--- config.mk ---
export PLATFORM = sky130hd
export DESIGN_NAME = uram_stream_fifo
export DESIGN_NICKNAME = d
export VERILOG_FILES = /design/src/rtl/uram_fifo_pkg.sv /design/src/rtl/uram_sdp_ram.sv /design/src/rtl/uram_stream_fifo.sv
export SDC_FILE = /design/constraint.sdc
export NUM_CORES = 1
export LEC_CHECK = 0
export BUFFER_PORTS_ARGS = -buffer_cell sky130_fd_sc_hd__buf_2
export CAP_MARGIN = 20
export CORE_MARGIN = 5
export CORE_UTILIZATION = 35
export CTS_BUF_LIST = sky130_fd_sc_hd__clkbuf_4
export CTS_CLUSTER_DIAMETER = 80
export DETAILED_ROUTE_END_ITERATION = 7
export GPL_TIMING_DRIVEN = 0
export SLEW_MARGIN = 0
export SYNTH_ARGS = -nofsm -noshare
export SYNTH_HDL_FRONTEND = slang
export SYNTH_HIERARCHICAL = 1
export SYNTH_SLANG_ARGS = --single-unit
--- constraint.sdc ---
create_clock -name clk -period 4.4 [get_ports clk]
set_input_delay 0.44 -clock clk [delete_from_list [all_inputs] [get_ports clk]]
set_output_delay 0.44 -clock clk [all_outputs]
set_load 0.1 [all_outputs]
--- src/rtl/uram_fifo_pkg.sv ---
// uram_fifo_pkg: width and pointer helpers shared by the URAM stream FIFO
package uram_fifo_pkg;
  function automatic int cw(input int n);
    return (n < 2) ? 1 : $clog2(n);
  endfunction
  function automatic int wrap_inc(input int p, input int n);
    return (p >= n - 1) ? 0 : p + 1;
  endfunction
endpackage

--- src/rtl/uram_sdp_ram.sv ---
// uram_sdp_ram: simple dual-port memory with a READ_LATENCY-stage registered read and matching valid pipe
module uram_sdp_ram #(
  parameter int DW    = 16,
  parameter int DEPTH = 18,
  parameter int RL    = 2,
  parameter int AW    = 5
) (
  input  logic          clk,
  input  logic          rst_n,
  input  logic          i_we,
  input  logic [AW-1:0] i_waddr,
  input  logic [DW-1:0] i_wdata,
  input  logic          i_re,
  input  logic [AW-1:0] i_raddr,
  output logic          o_rvalid,
  output logic [DW-1:0] o_rdata
);
  logic [DW-1:0] r_mem [DEPTH];
  logic [DW-1:0] r_pipe [RL];
  logic [RL-1:0] r_vld;
  // write port; contents are never reset
  always_ff @(posedge clk)
    if (i_we) r_mem[i_waddr] <= i_wdata;
  // read data pipeline, first stage samples the array at the issue edge
  always_ff @(posedge clk) begin
    r_pipe[0] <= r_mem[i_raddr];
    for (int k = 1; k < RL; k++) r_pipe[k] <= r_pipe[k-1];
  end
  // valid tag travelling alongside the read data
  always_ff @(posedge clk or negedge rst_n)
    if (!rst_n) r_vld <= '0;
    else begin
      r_vld[0] <= i_re;
      for (int k = 1; k < RL; k++) r_vld[k] <= r_vld[k-1];
    end
  assign o_rvalid = r_vld[RL-1];
  assign o_rdata  = r_pipe[RL-1];
endmodule

--- src/rtl/uram_stream_fifo.sv ---
// uram_stream_fifo: valid/ready FIFO over latent memory with prefetch buffer; optional URAM_FIFO_WATERMARK_EN peak tracker
module uram_stream_fifo
  import uram_fifo_pkg::*;
#(
  parameter int DATA_WIDTH    = 16,
  parameter int FIFO_DEPTH    = 18,
  parameter int READ_LATENCY  = 2,
  parameter int AFULL_THRESH  = FIFO_DEPTH - 2,
  parameter int AEMPTY_THRESH = 2
) (
  input  logic                               clk,
  input  logic                               rst_n,
  input  logic                               s_valid,
  input  logic [DATA_WIDTH-1:0]              s_data,
  output logic                               s_ready,
  output logic                               m_valid,
  output logic [DATA_WIDTH-1:0]              m_data,
  input  logic                               m_ready,
`ifdef URAM_FIFO_WATERMARK_EN
  input  logic                               wm_clr,
  output logic [$clog2(FIFO_DEPTH+1)-1:0]    max_count,
`endif
  output logic [$clog2(FIFO_DEPTH+1)-1:0]    count,
  output logic                               almost_full,
  output logic                               almost_empty
);
  localparam int AW = cw(FIFO_DEPTH);
  localparam int CW = $clog2(FIFO_DEPTH + 1);
  localparam int BD = READ_LATENCY + 1;
  localparam int BW = cw(BD);
  localparam int FW = $clog2(BD + 1);
  logic [AW-1:0]         r_wr_ptr, r_rd_ptr;
  logic [CW-1:0]         r_count, r_mem_cnt, w_count_nx;
  logic [FW-1:0]         r_inflight, r_bcnt;
  logic [BW-1:0]         r_head, r_tail;
  logic [DATA_WIDTH-1:0] r_buf [BD];
  logic                  r_s_ready, r_afull, r_aempty;
  logic                  w_push, w_pop, w_issue, w_land;
  logic [DATA_WIDTH-1:0] w_rdata;
  // handshakes, read credit (counting this cycle's pop) and next occupancy
  always_comb begin
    w_push     = s_valid && r_s_ready;
    w_pop      = (r_bcnt != '0) && m_ready;
    w_issue    = (r_mem_cnt != '0) && (int'(r_inflight) + int'(r_bcnt) - int'(w_pop) < BD);
    w_count_nx = r_count + CW'(w_push) - CW'(w_pop);
  end
  uram_sdp_ram #(.DW(DATA_WIDTH), .DEPTH(FIFO_DEPTH), .RL(READ_LATENCY), .AW(AW)) u_ram (
    .clk(clk), .rst_n(rst_n),
    .i_we(w_push), .i_waddr(r_wr_ptr), .i_wdata(s_data),
    .i_re(w_issue), .i_raddr(r_rd_ptr),
    .o_rvalid(w_land), .o_rdata(w_rdata)
  );
  // pointers, credits, prefetch buffer, count and registered flags
  always_ff @(posedge clk or negedge rst_n)
    if (!rst_n) begin
      r_wr_ptr   <= '0;
      r_rd_ptr   <= '0;
      r_count    <= '0;
      r_mem_cnt  <= '0;
      r_inflight <= '0;
      r_bcnt     <= '0;
      r_head     <= '0;
      r_tail     <= '0;
      r_s_ready  <= 1'b0;
      r_afull    <= 1'b0;
      r_aempty   <= 1'b1;
      for (int k = 0; k < BD; k++) r_buf[k] <= '0;
    end else begin
      r_count    <= w_count_nx;
      r_s_ready  <= int'(w_count_nx) < FIFO_DEPTH;
      r_afull    <= int'(w_count_nx) >= AFULL_THRESH;
      r_aempty   <= int'(w_count_nx) <= AEMPTY_THRESH;
      r_mem_cnt  <= r_mem_cnt + CW'(w_push) - CW'(w_issue);
      r_inflight <= r_inflight + FW'(w_issue) - FW'(w_land);
      r_bcnt     <= r_bcnt + FW'(w_land) - FW'(w_pop);
      if (w_push) r_wr_ptr <= AW'(wrap_inc(int'(r_wr_ptr), FIFO_DEPTH));
      if (w_issue) r_rd_ptr <= AW'(wrap_inc(int'(r_rd_ptr), FIFO_DEPTH));
      if (w_pop) r_head <= BW'(wrap_inc(int'(r_head), BD));
      if (w_land) begin
        r_buf[r_tail] <= w_rdata;
        r_tail        <= BW'(wrap_inc(int'(r_tail), BD));
      end
    end
  assign s_ready      = r_s_ready;
  assign m_valid      = r_bcnt != '0;
  assign m_data       = r_buf[r_head];
  assign count        = r_count;
  assign almost_full  = r_afull;
  assign almost_empty = r_aempty;
`ifdef URAM_FIFO_WATERMARK_EN
  logic [CW-1:0] r_max;
  // peak occupancy, reloaded from the next count on clear
  always_ff @(posedge clk or negedge rst_n)
    if (!rst_n) r_max <= '0;
    else if (wm_clr || w_count_nx > r_max) r_max <= w_count_nx;
  assign max_count = r_max;
`endif
endmodule

==> results_dict.tcl <==
set metrics [dict create \
    wl_per_cell_microns 19.0 \
    syn-num-nets 934 \
    layout_setup_ws_ps 555 \
    synth_area_leader_cell "edfxtp_1" \
    clock.fmax_mhz 260 \
    fillCellCount 4005 \
    crit_type "reg2reg" \
    hpwl_microns 22200 \
    crit_path_end_kind "flip-flop" \
    grt_use_total_pct 13.4 \
    cts.htree.levels 3 \
    synth_edf_count 288 \
    finalClockSkew_ps 39.8 \
    design_power_total_mw 13.7 \
    synth_area_sq_mm 0.0158 \
    tns_ps 0 \
    dp_worst_setup_slack_ps 417 \
    tightest_slew_ps 1040 \
    cts_buffers 102 \
    max_cap_viol_count 0 \
    grt_max_degree 70 \
    start_util_pct 35.5 \
    die_h_microns 222 \
    power.leakage_nw 6.82 \
    seq_area_sq_mm 0.0113 \
    gp_congestion 0.749 \
    clockRootBuffer "clkbuf_4" \
    synthDistinctLibCells 50 \
    antenna_found_initial 5 \
    finalNetCount 1105 \
    grt_pass1_vias 8782 \
    finalHoldViolCount 0 \
    cp_data_required_time_ps 5070 \
    cp_max_fo 5 \
    reg2reg_slack_ps 560 \
    wl_microns 33000 \
    cp.arrival_ps 4510 \
    synth_cells 891 \
    period_share_pct 87.4 \
    powerDensity_mw_per_mm2 740 \
    clk_latency_ps 760 \
    path_clk_slew_ps 60 \
    r2r_end "r_mem_cnt[4]$_DFF_PN0_" \
    area_delta_synth_final_pct 17.2 \
    synth.avg_cell_area_sq_um 17.7 \
    synth_common_cells "edfxtp_1, dfrtp_1, mux2_2" \
    ys_async_sr_fraction_pct 20.2 \
    cts_buffer_depth 3 \
    ys_seq_area_share_pct 71.8 \
    multi_input_area_sq_mm 0.00407 \
    startpoint_type "flip-flop" \
    ios 45 \
    vias 8438 \
    fin_crit_ps 3840 \
    overflow 0 \
    grt_pass1_wl_microns 51300 \
    layout-drive-gt1-share_pct 35.4 \
    post_cts_buffers 0 \
    die-area_sq_mm 0.0493 \
    slew_violations 0 \
    synth-seq-cells 401 \
    cp-endpoint "r_mem_cnt[4]$_DFF_PN0_" \
    rr_startpoint "r_bcnt[0]$_DFF_PN0_" \
    rr_worst_depth 19 \
    drt_iter0_drc 499 \
    rsz0062_at_grt "no" \
    fp.dieW_microns 222 \
    hold_class "in2async" \
    core_region_area_sq_mm 0.0444 \
    fin_util_pct 41.6 \
    fin_hold_ws_ps 92.2 \
    cp-startpoint "r_bcnt[0]$_DFF_PN0_" \
    drcViolationCount 0 \
    synth_most_common_cell "edfxtp_1" \
    relSlewSlack_pct 30.7 \
    setup_viol 0 \
    cts_tree "done" \
    viasPerCell 4.86 \
    ir_worst_vdd_v 0.000596 \
    drtAntennaViolNets 0 \
    ys_top_cells_by_area "edfxtp_1, dfrtp_1, mux4_2" \
    io_buffers 44 \
    dr.pass1.iters 5 \
    yosys_warnings 6 \
    rows 77 \
    status "completed" \
    cts_sinks 401 \
    ys.flop_type "edfxtp_1" \
    synth_top_area_share_pct 54.9 \
]
critical path, cell delays in order, from the launching register on:
cell and delay (ps):
dfrtp_1 370, inv_1 70, nand3_1 160, o21ai_0 120, ha_1 230, fa_1 550
nand2_1 50, a32oi_1 370, or2_2 190, buf_2 150, inv_1 100, ha_1 280
inv_1 50, ha_1 160, inv_1 60, fa_1 430, inv_1 70, a21oi_1 60
o21bai_1 160, xnor2_1 130
what timing repair did:
item	4_1_cts	5_1_grt
endpoints found under the hold margin	103	0
resized for setup	0	0
hold buffers	6	0
metrics by stage:
stage,instances,cell area [sq um]
after floorplan,891,15800
after global placement,1527,16700
after detailed placement,1544,17100
after CTS,1731,18500
after global routing,1734,18500
final,1735,18500
worst min-delay path by stage:
stage                           startpoint                          end  slack, ps  depth (start not counted)
6_report                             rst_n       r_mem_cnt[3]$_DFF_PN0_         90                          2
3_3_place_gp   u_ram/r_pipe[0][14]$_DFF_P_  u_ram/r_pipe[0][30]$_DFF_P_        310                          0
4_1_cts                          s_data[7]  u_ram/r_mem[4][7]$_DFFE_PP_         10                          1
3_5_place_dp                         rst_n      r_inflight[1]$_DFF_PN0_        310                          1
2_1_floorplan                        rst_n        almost_full$_DFF_PN0_        140                          0
5_1_grt                          s_data[7]  u_ram/r_mem[9][7]$_DFFE_PP_        -10                          1
cell families after synthesis:
group / count (synthesis) / synth area share [%]
AO/OA/AOI/OAI: 95 / 4.02
XOR/XNOR: 15 / 0.834
adder cells (fa/ha/maj): 23 / 1.97
buffers and inverters: 80 / 2.72
flip-flops: 401 / 71.8
multiplexers: 178 / 15.6
AND/OR/NAND/NOR: 99 / 2.96
power by group:
group	internal, mW	switching, mW
Clock	1.75	1.42
Sequential	4.77	0.337
Combinational	1.99	3.41
flip-flops by register name, indices dropped and copies added (netlist names), 2 cells and up:
signal	cells
u_ram/r_pipe	32
r_buf	48
u_ram/r_vld	2
r_rd_ptr	5
r_head	2
r_wr_ptr	5
r_mem_cnt	5
u_ram/r_mem	288
r_inflight	2
r_bcnt	2
r_tail	2
count	5
layout make-up:
type,instances,area share (%)
antenna,4,0.0542
tap,592,4.01
multi-input combinational,410,22.0
buffer,57,1.86
clock inverter,22,0.759
timing repair buffer,67,3.09
clock buffer,159,6.46
inverter,23,0.468
sequential,401,61.3
placed cells by master (no fill, tap or decap), types with 4 or more instances in the layout:
master | netlist | routed
a21o_1 | 6 | 6
diode_2 | 0 | 4
a21oi_1 | 6 | 6
nor2_2 | 0 | 12
nand3_1 | 8 | 8
nor2_1 | 16 | 4
buf_16 | 0 | 5
buf_4 | 19 | 21
clkbuf_1 | 15 | 15
dfxtp_1 | 32 | 32
dfrtp_1 | 80 | 80
dlygate4sd3_1 | 0 | 6
a221oi_1 | 16 | 16
mux4_2 | 48 | 48
mux2_2 | 66 | 66
edfxtp_1 | 288 | 288
xnor2_1 | 12 | 12
inv_1 | 23 | 23
clkinv_1 | 0 | 16
o21ai_1 | 17 | 17
o21ai_0 | 20 | 20
buf_2 | 16 | 59
buf_6 | 5 | 11
nand2_1 | 45 | 45
nor3_1 | 9 | 4
buf_8 | 0 | 5
ha_1 | 20 | 20
o211ai_1 | 16 | 16
mux2i_1 | 64 | 64
nor3_2 | 1 | 6
clkbuf_4 | 0 | 159
layer usage:
layer,vias up,track usage (%),wire [microns]
li1,3849,-,-
met1,4291,17.6,14400
met2,229,21.6,15900
met3,69,3.81,1890
met4,0,4.28,664
met5,-,0,0
No activity file was read; power rests on OpenSTA's default activity.
